--- src/rtl/dp_param.sv ---
// dp_param: WIDTH-bit accumulator ALU with DEPTH-entry register file, C/Z/N/V flags, valid/ready command port and bit-serial shifts
module dp_param #(
  parameter int WIDTH = 8,
  parameter int DEPTH = 4,
  localparam int RW = (DEPTH > 2) ? $clog2(DEPTH) : 1,
  localparam int SW = $clog2(WIDTH)
) (
  input  logic             clka,
  input  logic             restart_n,
  input  logic             op_valid,
  output logic             op_ready,
  input  logic [3:0]       opcode,
  input  logic [RW-1:0]    rsel,
  input  logic [WIDTH-1:0] imm,
  output logic [WIDTH-1:0] acc_out,
  output logic [WIDTH-1:0] reg_out,
  output logic             flag_c,
  output logic             flag_z,
  output logic             flag_n,
  output logic             flag_v,
  output logic             done
);
  localparam logic [3:0] NOP  = 4'h0;
  localparam logic [3:0] LDA  = 4'h1;
  localparam logic [3:0] LDR  = 4'h2;
  localparam logic [3:0] STA  = 4'h3;
  localparam logic [3:0] ADD  = 4'h4;
  localparam logic [3:0] ADDI = 4'h5;
  localparam logic [3:0] SUB  = 4'h6;
  localparam logic [3:0] SUBI = 4'h7;
  localparam logic [3:0] ANDR = 4'h8;
  localparam logic [3:0] ORR  = 4'h9;
  localparam logic [3:0] XORR = 4'hA;
  localparam logic [3:0] NOTR = 4'hB;
  localparam logic [3:0] SHL  = 4'hC;
  localparam logic [3:0] SHR  = 4'hD;
  localparam logic [3:0] ADC  = 4'hE;
  localparam logic [3:0] CLRF = 4'hF;
  typedef enum logic {IDLE, SHIFT} state_t;
  state_t state_q, state_d;
  logic [WIDTH-1:0] acc_q, acc_d, reg_out_q, reg_out_d, r_val, arith_b;
  logic [WIDTH-1:0] rf_q [DEPTH];
  logic [WIDTH-1:0] rf_d [DEPTH];
  logic [SW-1:0] count_q, count_d, k;
  logic dir_q, dir_d, c_q, c_d, z_q, z_d, n_q, n_d, v_q, v_d, done_q, done_d;
  logic accept, rsel_ok, shift_multi, is_sub, ovf, upd_zn, last_step;
  logic [WIDTH:0] sum;
  assign accept      = op_valid && op_ready;
  assign k           = imm[SW-1:0];
  assign rsel_ok     = int'(rsel) < DEPTH;
  assign r_val       = rsel_ok ? rf_q[rsel] : '0;
  assign shift_multi = (opcode == SHL || opcode == SHR) && k != '0;
  assign last_step   = count_q == SW'(1);
  assign arith_b     = (opcode == ADDI || opcode == SUBI) ? imm : r_val;
  assign is_sub      = opcode == SUB || opcode == SUBI;
  // the extra top bit is carry-out for adds and borrow for subtracts
  assign sum = is_sub ? {1'b0, acc_q} - {1'b0, arith_b}
                      : {1'b0, acc_q} + {1'b0, arith_b} + {{WIDTH{1'b0}}, opcode == ADC && c_q};
  assign ovf = (is_sub ? acc_q[WIDTH-1] ^ arith_b[WIDTH-1] : ~(acc_q[WIDTH-1] ^ arith_b[WIDTH-1]))
               && (sum[WIDTH-1] ^ acc_q[WIDTH-1]);
  always_comb begin
    state_d = state_q;
    if (state_q == SHIFT) state_d = last_step ? IDLE : SHIFT;
    else if (accept && shift_multi) state_d = SHIFT;
  end
  always_comb op_ready = restart_n && state_q == IDLE;
  always_comb begin
    acc_d     = acc_q;
    rf_d      = rf_q;
    c_d       = c_q;
    z_d       = z_q;
    n_d       = n_q;
    v_d       = v_q;
    count_d   = count_q;
    dir_d     = dir_q;
    done_d    = 1'b0;
    upd_zn    = 1'b0;
    reg_out_d = r_val;
    if (state_q == SHIFT) begin
      acc_d   = dir_q ? acc_q >> 1 : acc_q << 1;
      c_d     = dir_q ? acc_q[0] : acc_q[WIDTH-1];
      count_d = count_q - SW'(1);
      if (last_step) begin
        done_d = 1'b1;
        upd_zn = 1'b1;
        v_d    = 1'b0;
      end
    end else if (accept) begin
      done_d = !shift_multi;
      case (opcode)
        LDA: begin
          acc_d  = imm;
          upd_zn = 1'b1;
        end
        LDR: if (rsel_ok) rf_d[rsel] = imm;
        STA: if (rsel_ok) rf_d[rsel] = acc_q;
        ADD, ADDI, SUB, SUBI, ADC: begin
          acc_d  = sum[WIDTH-1:0];
          c_d    = sum[WIDTH];
          v_d    = ovf;
          upd_zn = 1'b1;
        end
        ANDR, ORR, XORR, NOTR: begin
          acc_d  = opcode == ANDR ? acc_q & r_val :
                   opcode == ORR  ? acc_q | r_val :
                   opcode == XORR ? acc_q ^ r_val : ~r_val;
          c_d    = 1'b0;
          v_d    = 1'b0;
          upd_zn = 1'b1;
        end
        SHL, SHR: begin
          count_d = k;
          dir_d   = opcode == SHR;
          v_d     = shift_multi ? v_q : 1'b0;
          upd_zn  = !shift_multi;
        end
        CLRF: begin
          c_d = 1'b0;
          z_d = 1'b0;
          n_d = 1'b0;
          v_d = 1'b0;
        end
        default: ;
      endcase
    end
    if (upd_zn) begin
      z_d = acc_d == '0;
      n_d = acc_d[WIDTH-1];
    end
  end
  always_ff @(posedge clka or negedge restart_n)
    if (!restart_n) state_q <= IDLE;
    else state_q <= state_d;
  always_ff @(posedge clka or negedge restart_n)
    if (!restart_n) begin
      acc_q     <= '0;
      rf_q      <= '{default: '0};
      reg_out_q <= '0;
      count_q   <= '0;
      dir_q     <= 1'b0;
      c_q       <= 1'b0;
      z_q       <= 1'b0;
      n_q       <= 1'b0;
      v_q       <= 1'b0;
      done_q    <= 1'b0;
    end else begin
      acc_q     <= acc_d;
      rf_q      <= rf_d;
      reg_out_q <= reg_out_d;
      count_q   <= count_d;
      dir_q     <= dir_d;
      c_q       <= c_d;
      z_q       <= z_d;
      n_q       <= n_d;
      v_q       <= v_d;
      done_q    <= done_d;
    end
  assign acc_out = acc_q;
  assign reg_out = reg_out_q;
  assign flag_c  = c_q;
  assign flag_z  = z_q;
  assign flag_n  = n_q;
  assign flag_v  = v_q;
  assign done    = done_q;
endmodule

--- config.mk ---
export PLATFORM = sky130hd
export DESIGN_NAME = dp_param
export DESIGN_NICKNAME = d
export VERILOG_FILES = /design/src/rtl/dp_param.sv
export SDC_FILE = /design/constraint.sdc
export NUM_CORES = 1
export LEC_CHECK = 0
export BUFFER_PORTS_ARGS = -buffer_cell sky130_fd_sc_hd__clkbuf_2
export CORE_UTILIZATION = 60
export CTS_BUF_LIST = sky130_fd_sc_hd__clkbuf_16
export DETAILED_ROUTE_END_ITERATION = 8
export GPL_ROUTABILITY_DRIVEN = 0
export GPL_TIMING_DRIVEN = 0
export PLACE_DENSITY = 0.8
export SKIP_LAST_GASP = 1
export SYNTH_ARGS = -nofsm -noshare
export SYNTH_HDL_FRONTEND = slang
export SYNTH_SLANG_ARGS = --single-unit
--- constraint.sdc ---
create_clock -name clka -period 3.81 [get_ports clka]
set_input_delay 0.1905 -clock clka [delete_from_list [all_inputs] [get_ports clka]]
set_output_delay 0.1905 -clock clka [all_outputs]
set_load 0.05 [all_outputs]
==> summary.md <==
| Metric | Value |
|---|---|
| Status | `finished with violations` |
| Failing checks | `hold timing` |
| DP HPWL | `8300 um` |
| Share of the synthesized area in the top cell type | `34.1%` |
| RR Startpoint | `rf_q[0]` |
| Critical path endpoint category | `flip-flop` |
| Root buffer cell | `clkbuf_16` |
| Area delta synth->final | `14.9%` |
| RSZ-0062 raised after global routing | `false` |
| Count leader, synth | `dfrtp_1` |
| Initial DRC count | `342` |
| Mapped cell area | `4250 sq um` |
| Router iterations before antenna repair | `6` |
| Crit path required time | `4.09 ns` |
| Num CTS Buffers | `9` |
| Max-Cap Viols | `0` |
| Top Ports | `39` |
| Detailed Route WL | `11500 um` |
| IO Port Bufs | `37` |
| Worst skew pair latency | `0.34 ns` |
| Clock H-tree levels | `3` |
| Vias/cell | `6.41` |
| Met3 GRT Util | `6.86%` |
| Worst min-delay path class | `input pin to asynchronous set/reset pin` |
| Synth area leaders | `dfrtp_1, ha_1, mux2i_1` |
| Initial Util | `62.2%` |
| Async set-reset flop share out of synthesis | `100%` |
| Sink Count | `58` |
| GR Layer Usage met1 | `40.1%` |
| Max VDD drop | `0.337 mV` |
| Top Usage Layer GRT | `met2` |
| Final setup fails | `0` |
| Hold_buf cts | `0` |
| Pin count of the biggest net entering global routing | `62` |
| Final setup skew | `0.00767 ns` |
| Site Rows | `30` |
| # nets final | `552` |
| Synth Warn # | `0` |
| M2 GR Usage | `55.3%` |
| Die Ht | `86.2 um` |
| Die width | `86.2 um` |
| Post-synthesis sequential area ratio | `34.1%` |
| Final Util | `71.5%` |
| Slew @ Worst Pin | `0.801 ns` |
| # fillers | `525` |
| Netlist cell types | `72` |
| Crit path DAT | `4.03 ns` |
| Vias in the first global route | `3731` |
| Core Region | `6830 sq um` |
| Die area | `7430 sq um` |
| Diode count | `0` |
| Drt wl/cell | `19.3 um` |
| CTS clk-pin slew, worst paths | `0.06 ns` |
| Final hold violation count | `38` |
| Slew Viols, Final | `0` |
| Yosys reg bits | `58` |
| CP Max Fanout | `5` |
| Pleak | `2.25 nW` |
| Cells after Synth | `451` |
| Avg Inst Size Synth | `9.43 sq um` |
| Via Count | `3838` |
| Minimum clock period | `3.76 ns` |
| CP Launch Type | `flip-flop` |
| Grt ovf | `0` |
| PD cells | `745 nW/um^2` |
| Share of cells above drive strength 1 | `19.7%` |
| Clock buffer depth | `2` |
| Hold slack | `-0.0418 ns` |
| First-pass GRT wire length | `18500 um` |
| Relative slew slack | `46.2%` |
| WS Path Type | `flip-flop to flip-flop` |
| FMAX | `0.266 GHz` |
| Synth top cells by count | `dfrtp_1, nand2_1, nor2_1, inv_1, ha_1` |
| Initial antenna violation count | `0` |
| Overall routing resource usage | `32.9%` |
| Post-Syn Nets | `505` |
| Post-synth top flop | `dfrtp_1` |
| Sum Neg Setup Slack | `0 ns` |
| Worst-case reg-to-reg path depth | `11` |
| Yosys top cell by area | `dfrtp_1` |
| DRC | `0` |
| CTS tree | `done` |
| FF-to-FF End | `flag_z` |
| Post-CTS Setup Bufs | `0` |
| Tcrit/Tclk final | `98.6%` |
| Post-synth EDFFs | `0` |
| Reg2reg setup slack | `0.05 ns` |
| Post-DRT Antenna Nets | `0` |
-- timing repair --
action                                  CTS  global route
endpoints found under the setup margin    1             1
gates resized for setup                   2             0
pin swaps                                 0             1
-- critical path, stage by stage (launching register included) --
cell and delay (ns):
dfrtp_1 0.39, mux4_2 0.56, mux2_2 0.34, fa_1 0.45, fa_1 0.42, a21o_2 0.22, a211oi_1 0.34, or4_1 0.19
and3_1 0.18, a221oi_2 0.05, nor4b_2 0.37, a31o_1 0.20
-- final cells by class --
type                       instances  area (sq um)  area share, %
inverter                          35           131           2.69
clock buffer                       9           225           4.61
clock inverter                     7          92.6           1.90
multi-input combinational        336          2560           52.4
timing repair buffer              37           188           3.84
tap                               96           120           2.46
sequential                        58          1450           29.7
buffer                            21           119           2.43
-- report_power, final --
group | switching [mW] | total (mW) | internal [mW]
registers | 0.217 | 1.01 | 0.792
clock network | 0.302 | 0.872 | 0.570
logic | 1.13 | 1.76 | 0.630
total | 1.65 | 3.64 | 1.99
-- how the worst max path moves through the flow --
stage | from | end | slack, ns | cells past startpoint
4_1_cts | rf_q[0] | flag_z | 0.10 | 11
2_1_floorplan | opcode[0] | flag_z | 0.31 | 14
3_3_place_gp | opcode[0] | flag_z | -0.57 | 15
5_1_grt | rf_q[0] | flag_z | 0.02 | 11
3_5_place_dp | opcode[0] | flag_z | -0.59 | 15
6_report | rf_q[0] | flag_z | 0.05 | 11
-- metal layers --
layer  routed length [um]  vias to the layer above
met1                 4630                     1861
met2                 5660                      201
met5                    0                        -
li1                     -                     1728
met4                  441                        0
met3                  799                       48
-- cell families after synthesis --
group,after synthesis,synth area share (%)
mux,36,11.5
simple gates,138,16.3
flops,58,34.1
xor+xnor,3,0.618
fa+ha+maj,37,11.4
buf+inv,57,5.97
compound gates,122,20.1
-- sequential cells by signal, summed over array words and instances (netlist names) --
register,flops
rf_q,32
done,1
acc_out,8
count_q,3
dir_q,1
flag_n,1
flag_v,1
flag_c,1
reg_out,8
flag_z,1
state_q,1
-- layout by cell type (no fill, tap or decap), types with 10 or more instances in the layout --
cell / instances
a211oi_1: 10
a21oi_1: 27
clkbuf_1: 11
clkbuf_2: 36
dfrtp_1: 58
ha_1: 34
inv_1: 35
mux2i_1: 18
nand2_1: 41
nor2_1: 41
nor3_1: 10
o21ai_0: 33
-- metrics by stage --
| step | setup WS (ns) | std cells | cell area (sq um) | power [mW] | hold slack, ns |
|---|---|---|---|---|---|
| global route | 0.0185 | 599 | 4880 | 3.85 | 0.0311 |
| floorplan | 0.315 | 451 | 4250 | 2.28 | -0.105 |
| global placement | -0.572 | 584 | 4560 | 2.66 | 0.454 |
| CTS | 0.103 | 599 | 4880 | 3.62 | 0.00330 |
| detailed placement | -0.588 | 584 | 4560 | 2.72 | 0.350 |
| finish | 0.0529 | 599 | 4880 | 3.64 | -0.0418 |
Power figures use the tool's default switching activity.
